File: src/rtl/trng_health_fifo.sv
// trng_health_fifo
//   Consumes the raw ring-oscillator XOR bit stream. A repetition-count test
//   watches the raw bits, an optional von Neumann stage removes bias, and the
//   accepted bits are packed MSB-first into bytes that are queued in a small
//   FIFO. Bytes, status and control are reached through a 4-bit register map:
//     0x0 DATA  rd: FIFO head (0x00 when empty); data_read pops it
//     0x1 STAT  rd: [0] nonempty [1] full [2] fault [3] overflow [7:4] count
//     0x2 CTRL  rd/wr: [0] ENABLE [1] DEBIAS; writing bit 7 also clears
//                      fault, overflow, FIFO and all bit-level state
//   Any other address reads 0x00 and ignores writes.
module trng_health_fifo #(
  parameter int FIFO_DEPTH = 4,   // byte entries, power of two, 2..8
  parameter int RCT_LIMIT  = 32   // identical raw bits that trip the fault, 2..255
) (
  input  logic       clk,
  input  logic       rst,
  input  logic       raw_bit,
  input  logic       raw_valid,
  input  logic [3:0] address,
  input  logic       data_write,
  input  logic [7:0] data_in,
  input  logic       data_read,
  output logic [7:0] data_out,
  output logic       byte_ready,
  output logic       fault
);

  localparam int AW = (FIFO_DEPTH > 1) ? $clog2(FIFO_DEPTH) : 1;
  localparam int CW = AW + 1;

  localparam logic [CW-1:0] DEPTH_C     = CW'(FIFO_DEPTH);
  localparam logic [7:0]    RCT_LIMIT_C = 8'(RCT_LIMIT);

  localparam logic [3:0] ADDR_DATA = 4'h0;
  localparam logic [3:0] ADDR_STAT = 4'h1;
  localparam logic [3:0] ADDR_CTRL = 4'h2;

  // Control register
  logic enable;
  logic debias;

  // Repetition-count test state
  logic       rct_last;
  logic [7:0] rct_cnt;
  logic [7:0] rct_next;

  // Von Neumann pair state and byte packer
  logic       pair_have;
  logic       pair_first;
  logic [2:0] bit_cnt;
  logic [6:0] shreg;

  // Byte FIFO
  logic [7:0]    mem [FIFO_DEPTH];
  logic [AW-1:0] wptr;
  logic [AW-1:0] rptr;
  logic [CW-1:0] count;
  logic          overflow;

  // Per-cycle decode
  logic       consume;
  logic       ctrl_wr;
  logic       ctrl_clear;
  logic       debias_chg;
  logic       empty;
  logic       full;
  logic       pop;
  logic       acc_valid;
  logic       acc_bit;
  logic       push_req;
  logic       push_ok;
  logic       push_drop;
  logic [7:0] push_byte;

  // Bits 6:2 of a CTRL write carry no meaning.
  logic unused_ctrl_bits;
  assign unused_ctrl_bits = ^data_in[6:2];

  assign consume    = enable && raw_valid;
  assign ctrl_wr    = data_write && (address == ADDR_CTRL);
  assign ctrl_clear = ctrl_wr && data_in[7];
  assign debias_chg = ctrl_wr && (data_in[1] != debias);

  assign empty      = (count == '0);
  assign full       = (count == DEPTH_C);
  assign pop        = data_read && (address == ADDR_DATA) && !empty;
  assign byte_ready = !empty;

  // Next repetition count for the incoming raw bit; a zero count means no
  // history yet, so the first bit after reset or clear starts a fresh run.
  // NOTE: every always_comb output gets a default first so no path can leave
  // it unassigned and infer a latch.
  always_comb begin
    rct_next = rct_cnt;
    if ((rct_cnt == 8'd0) || (raw_bit != rct_last)) begin
      rct_next = 8'd1;
    end else if (rct_cnt != RCT_LIMIT_C) begin
      rct_next = rct_cnt + 8'd1;
    end
  end

  // Debias decision: a bit is accepted either directly or on the second bit
  // of an unequal pair (01 -> 0, 10 -> 1, i.e. the first bit of the pair).
  // A registered fault halts the stage; the bit that trips it still counts.
  always_comb begin
    acc_valid = 1'b0;
    acc_bit   = 1'b0;
    if (consume && !fault) begin
      if (debias) begin
        if (pair_have && (pair_first != raw_bit)) begin
          acc_valid = 1'b1;
          acc_bit   = pair_first;
        end
      end else begin
        acc_valid = 1'b1;
        acc_bit   = raw_bit;
      end
    end
  end

  // The eighth accepted bit completes a byte and is pushed on the same edge.
  // A full FIFO still takes the byte when a pop happens on that edge.
  always_comb begin
    push_req  = acc_valid && (bit_cnt == 3'd7);
    push_byte = {shreg, acc_bit};
    push_ok   = push_req && (!full || pop);
    push_drop = push_req && full && !pop;
  end

  // CTRL register: ENABLE and DEBIAS are written on every CTRL write.
  // NOTE: sequential state uses non-blocking assignments so every register
  // samples pre-edge values regardless of block ordering.
  always_ff @(posedge clk) begin
    if (rst) begin
      enable <= 1'b0;
      debias <= 1'b1;
    end else if (ctrl_wr) begin
      enable <= data_in[0];
      debias <= data_in[1];
    end
  end

  // Repetition-count test on raw bits, independent of debias mode; the
  // fault flag is sticky until reset or a clearing CTRL write.
  always_ff @(posedge clk) begin
    if (rst || ctrl_clear) begin
      rct_cnt  <= 8'd0;
      rct_last <= 1'b0;
      fault    <= 1'b0;
    end else if (consume) begin
      rct_cnt  <= rct_next;
      rct_last <= raw_bit;
      if (rct_next == RCT_LIMIT_C) begin
        fault <= 1'b1;
      end
    end
  end

  // Pair tracking and MSB-first byte packing. A DEBIAS change drops a
  // half-collected pair but keeps the partial byte.
  always_ff @(posedge clk) begin
    if (rst || ctrl_clear) begin
      pair_have  <= 1'b0;
      pair_first <= 1'b0;
      bit_cnt    <= 3'd0;
      shreg      <= 7'd0;
    end else begin
      if (consume && !fault && debias) begin
        pair_have  <= !pair_have;
        pair_first <= raw_bit;
      end
      if (acc_valid) begin
        if (bit_cnt == 3'd7) begin
          bit_cnt <= 3'd0;
          shreg   <= 7'd0;
        end else begin
          bit_cnt <= bit_cnt + 3'd1;
          shreg   <= {shreg[5:0], acc_bit};
        end
      end
      if (debias_chg) begin
        pair_have <= 1'b0;
      end
    end
  end

  // FIFO pointers, occupancy and sticky overflow; pointers wrap naturally
  // because the depth is a power of two.
  always_ff @(posedge clk) begin
    if (rst || ctrl_clear) begin
      wptr     <= '0;
      rptr     <= '0;
      count    <= '0;
      overflow <= 1'b0;
    end else begin
      if (push_ok) begin
        wptr <= wptr + 1'b1;
      end
      if (pop) begin
        rptr <= rptr + 1'b1;
      end
      if (push_ok && !pop) begin
        count <= count + 1'b1;
      end else if (!push_ok && pop) begin
        count <= count - 1'b1;
      end
      if (push_drop) begin
        overflow <= 1'b1;
      end
    end
  end

  // FIFO storage; entries are only observable through the pointers.
  // NOTE: the storage array has no reset: emptiness is defined by count, so
  // clearing it would only cost reset fan-out and block RAM inference.
  always_ff @(posedge clk) begin
    if (push_ok) begin
      mem[wptr] <= push_byte;
    end
  end

  // Register read mux, combinational from address and current state.
  always_comb begin
    data_out = 8'h00;
    case (address)
      ADDR_DATA: if (!empty) data_out = mem[rptr];
      ADDR_STAT: data_out = {4'(count), overflow, fault, full, !empty};
      ADDR_CTRL: data_out = {6'd0, debias, enable};
      default:   data_out = 8'h00;
    endcase
  end

endmodule

File: config.mk
export PLATFORM = sky130hd
export DESIGN_NAME = trng_health_fifo
export DESIGN_NICKNAME = d
export VERILOG_FILES = /design/src/rtl/trng_health_fifo.sv
export SDC_FILE = /design/constraint.sdc
export NUM_CORES = 1
export LEC_CHECK = 0
export CORE_UTILIZATION = 28
export CTS_BUF_LIST = sky130_fd_sc_hd__clkbuf_16
export DETAILED_ROUTE_END_ITERATION = 10
export HOLD_SLACK_MARGIN = 0.12
export PLACE_DENSITY_LB_ADDON = 0.08
export SYNTH_ARGS = -nofsm -noshare
export SYNTH_HDL_FRONTEND = slang
export SYNTH_SLANG_ARGS = --single-unit
File: constraint.sdc
create_clock -name clk -period 2.7 [get_ports clk]
set_input_delay 0.27 -clock clk [delete_from_list [all_inputs] [get_ports clk]]
set_output_delay 0.27 -clock clk [all_outputs]
set_load 0.02 [all_outputs]
# After elaboration in Yosys (flattened, before gate mapping)
# Memories as Yosys holds them, arrays and structs flattened. A register that Yosys moved wholly into a read port is not among the register bits.
# Index checks and enable logic that the tools add are counted.
# totals
ramBits	32
wordCells	77
input_bits	18
n_memories	1
reg_bits	32
# mem_list
memory	depth	word_bits	read_ports	rd_clocked_by_memory_dff	write_ports	line	rtl
mem	4	8	1	1	1	54	logic [7:0] mem [FIFO_DEPTH];
# op_classes
muxes	18
addsub	6
eq_ne	9
reduce_logical	30
# ops
cell	n
2-to-1 mux 8 bit	3
one-hot mux 8 bit (3 select lines)	1
logical AND 1 bit	15
2-to-1 mux 3 bit	3
adder 8 x 1 -> 8 bit, second input constant	1
== test 8 x 6 -> 1 bit, second input constant	1
zero test 8 bit	1
2-to-1 mux 1 bit	8
inequality test 8 x 6 -> 1 bit, second input constant	1
2-to-1 mux 7 bit	1
adder 3 x 1 -> 3 bit, second input constant	2
== test 3 bit, second input constant	2
zero test 1 bit	6
adder 2 x 1 -> 2 bit, second input constant	2
== test 4 x 1 -> 1 bit, second input constant	1
== test 4 x 2 -> 1 bit, second input constant	1
zero test 4 bit	1
2-to-1 mux 2 bit	2
zero test 3 bit	1
logical OR 1 bit	3
inequality test 1 bit	3
subtractor 3 x 1 -> 3 bit, second input constant	1
AND reduction 2 bit	1
nonzero test 2 bit	1
OR reduction 2 bit	1

# Longest topological paths before layout
# logic_depth
word_depth	11
ltp_mapped	12
depth_no_buf	10

# Least setup slack after synthesis
# OpenSTA, ideal clock, no wires.
# synth_timing
path_kind	input to register
startpoint	input address[1]
endpoint	register count[2]
path_buffers	1
path_slack_ns	0.273
arrival_time_ns	2.299
cell_stages	11
cell_sequence	nor4_4 > a2111oi_0 > and4bb_2 > buf_4 > ha_1 > inv_1 > fa_1 > xor2_1 > nor2_1 > xnor2_1 > nor2_1
# synth_via
elab_chain_len	8
elab_cells_between_ends	15
classes_between	eq/ne (1); mux (1); reduce/logical (13)
# synth_lines
element	line	rtl
start: declaration	19	input logic [3:0] address,
zero test 4 bit *	86	assign pop = data_read && (address == ADDR_DATA) && !empty;
logical AND 1 bit * (2 in a row)	86	
logical OR 1 bit *	126	push_ok = push_req && (!full || pop);
logical AND 1 bit *	126	
named net push_ok	71	logic push_ok;
zero test 1 bit	204	end else if (!push_ok && pop) begin
logical AND 1 bit	204	
nonzero test 2 bit (no line)	n/a	
end signal: assignment	203	count <= count + 1'b1;
end signal: assignment	205	count <= count - 1'b1;
end: declaration	57	logic [CW-1:0] count;
# Mark *: on every way through the listed nets, which the timed path passes. The rest lies on a longest branch.
# A chain may end at the register's enable or synchronous reset.

==> implementation parameters <==
Parameter                              Value

Status
  Status    finished with violations
  Violated checks    design-rule violations

Floorplan
  Die height    107.3 um
  IO Pins    28
  Initial Utilization    28.64%
  Total die area    11,510 sq um
  Horizontal extent of the die    107.3 um
  Area of the core    10,840 sq um
  Placement row count    38

Clock network
  Post-cts resize count    0
  Clock slew at the register clock pins of the worst setup and hold paths    0.06 ns
  Buffers inserted during post-CTS setup optimization    0
  Clock latency at the later pin of the worst-skew pair    0.33 ns
  Clock tree from TritonCTS    yes
  Number of buffers added by the clock tree synthesis step    9
  Buffer type at the clock tree root    sky130_fd_sc_hd__clkbuf_16
  Number of buffers between clock root and the deepest sink    2
  Sink count of the clock tree    66
  Max H-tree Level    3
  Count of hold buffers inserted by post-cts repair    0

Global route
  Tot GR Track Use    13.65%
  Maximum number of pins on one net before global-route repair    17
  Met2 track demand over resource    21.43%
  Busiest grt layer    met2
  Remaining global-route overflow    0
  Antenna violations before repair    0
  Number of global-route vias before repair    approximately 2,200
  Fraction of met3 tracks used by global routing    3.390%
  GR met1 Demand/Resource    17.91%
  Global-route wire length before repair    11,620 um

Logic synthesis
  Post-synth net total    307
  Sequential fraction of the synthesis area    52.88%
  Async set or reset register ratio after synthesis    0%
  Average cell area after synthesis    11.13 sq um
  Synth unique cells    49
  Post-synth top flop    sky130_fd_sc_hd__dfxtp_1
  Count of mapped cells out of synthesis    279
  Synth area leaders    sky130_fd_sc_hd__edfxtp_1 31%, sky130_fd_sc_hd__dfxtp_1 22%, sky130_fd_sc_hd__mux4_2 5.8%
  Number of enable-type register cells in the synthesized netlist    32
  Cell with the most instances after synthesis    sky130_fd_sc_hd__dfxtp_1
  Most instantiated cells after synthesis    34 x sky130_fd_sc_hd__dfxtp_1, 32 x sky130_fd_sc_hd__edfxtp_1, 27 x sky130_fd_sc_hd__nand2_1, 26 x sky130_fd_sc_hd__nor2_1, 24 x sky130_fd_sc_hd__a21oi_1
  Post-synthesis cell type with the largest combined area    sky130_fd_sc_hd__edfxtp_1
  Share of Yosys cell area claimed by the top area cell type    30.96%
  Cell area after synthesis    3104 sq um
  Flop and latch count out of synthesis    66
  Yosys synthesis warning count    0

Routing
  Total length of routed wires    7141 um
  Vias per Instance    ~4.7
  DRC violations left    1
  Remaining antenna violation count after routing    0
  Pre-Repair DR Iteration Count    7
  Final routed wire length divided by cell count    about 15 um
  Starting DRT DRC Count    129
  Routed via count    approximately 2,200

Power and ir drop
  Logic pwr share    3.0%
  Relative contribution of the clock network to total power    48.5%
  IR drop worst, VDD    0.3533 mV
  Sw Pwr    roughly 0.46 mW
  Part of the power in registers    48.5%
  Net switching fraction of the power    21.33%
  Internal power summed over all cells    1.692 mW
  Total power    2.151 mW
  Leak pwr    1.379 nW
  Power density over cell area    559.5 nW/um^2

Worst setup path
  Sequence of cells on the critical path    buf_4, mux4_2, a32o_1, clkdlybuf4s50_1
  Crit path buf inv count    2
  R2r startpoint    count[2]
  Slowest cell delay on critical path    0.56 ns
  Critical path type    register to primary output
  Critical path startpoint category    register
  Top Family by Delay on Critical Path    buffers and inverters
  CP max stage cell    sky130_fd_sc_hd__mux4_2
  Critical path required time    ~2.4 ns
  Setup crit end kind    primary output
  CP arrival    2.24 ns
  R2R Setup Slk    0.44 ns
  Crit-path max FO    8

Timing
  Post-layout min period    2.508 ns
  Relative slew slack    57.58%
  Total negative setup slack    0 ns
  Final Hold Fails    0
  Setup-violating endpoint count in the final report    0
  Highest clock frequency the design can meet    398.7 MHz
  Final count of pins violating max slew    0
  Measured slew at the worst slew-check pin    0.6203 ns
  Min Hold Slack    0.4632 ns
  RSZ-0062 raised after global routing    no
  Final critical-path share of the clock period    92.90%
  Final clock skew    0.009235 ns

Min path
  Worst min-delay path class    register to register
  Startpoint of the lowest-slack hold path    bit_cnt[2]

Place
  Final weighted congestion of routability-driven global placement    around 0.71
  Total of buffers placed on input and output ports    22
  Total placed instance area    3570 sq um
  Final HPWL DP    5071 um

Final layout
  Final cell area excluding filler cells    3844 sq um
  Number of nets at the end of the flow    344
  Filler Cell Count    1,086
  Synthesis-to-finish area growth    23.82%
  Number of diodes    0
  Share of layout cells above drive strength 1    16.82%

Run
  Number of max-cap violations    0
stage by stage:
stage,instances,setup slack [ns],utilization [%]
final,461,0.1918,35.46
after global routing,461,0.09479,35.46
after CTS,461,0.08461,35.42
after detailed placement,445,-0.08787,32.93
after global placement,445,-0.007927,32.93
after floorplan,279,0.2729,-
worst reg2reg max path, stage by stage (launching register included):
cell	delay, ns
sky130_fd_sc_hd__dfxtp_1	0.40
sky130_fd_sc_hd__inv_1	0.09
sky130_fd_sc_hd__a2111oi_0	0.51
sky130_fd_sc_hd__and4bb_2	0.32
sky130_fd_sc_hd__ha_1	0.19
sky130_fd_sc_hd__inv_1	0.07
sky130_fd_sc_hd__fa_1	0.40
sky130_fd_sc_hd__mux2i_1	0.13
sky130_fd_sc_hd__nor2_1	0.05
power groups by stage:
stage	logic (mW)	registers, mW	clock network (mW)
after floorplan	0.0251	1.06	0
after global placement	0.0658	1.06	0
after detailed placement	0.0658	1.06	0
after CTS	0.0664	1.04	1.08
after global routing	0.0702	1.04	1.13
final	0.0650	1.04	1.04
layer usage:
layer / wire, um / vias to the layer above
met1: 3549 / 1022
li1: - / 1098
met4: 80 / 0
met2: 3259 / 28
met3: 252 / 5
met5: 0 / -
cell families (layout without fill, tap and decap cells):
kind of cell | count (synthesis) | count (layout) | synth area share (%)
AOI/OAI and AO/OA | 57 | 57 | 12.41
adders and majority gates | 10 | 10 | 4.273
buffers and inverters | 26 | 68 | 3.788
DFF | 66 | 66 | 52.88
and+or+nand+nor | 98 | 98 | 16.77
muxes | 11 | 11 | 6.771
xor gates and xnor gates | 11 | 11 | 3.104
area by class of cell:
type | count | area (sq um) | area share, %
clock buffers | 9 | 225.2 | 5.859
clock inverters | 7 | 45.04 | 1.172
inverters | 10 | 37.54 | 0.9766
multi-input cells | 187 | 1345 | 34.99
flip-flops and latches | 66 | 1643 | 42.74
well taps | 140 | 175.2 | 4.557
repair buffers | 42 | 372.9 | 9.701
final timing paths:
path                  to  depth (start not counted)
min reg2reg   bit_cnt[2]                          2
min           bit_cnt[2]                          2
max          data_out[5]                          4
max reg2reg     count[1]                          8
flip-flops by register name, summed over array words and instances (netlist names), 2 cells and up, named ones only:
| register | count |
|---|---|
| mem | 32 |
| rct_cnt | 8 |
| shreg | 7 |
| bit_cnt | 3 |
| count | 3 |
| rptr | 2 |
| wptr | 2 |
cell usage in the layout (no fill, tap or decap), drive strengths merged, types with 7 or more instances in the layout:
| cell type | n |
|---|---|
| a21oi | 26 |
| edfxtp | 32 |
| xor2 | 8 |
| clkdlybuf4s50 | 21 |
| clkbuf | 9 |
| mux4 | 8 |
| o21ai | 8 |
| ha | 9 |
| nand2 | 27 |
| nand3 | 8 |
| dfxtp | 34 |
| buf | 20 |
| nand3b | 7 |
| inv | 11 |
| nor2 | 26 |
(Power assumes the default switching activity.)
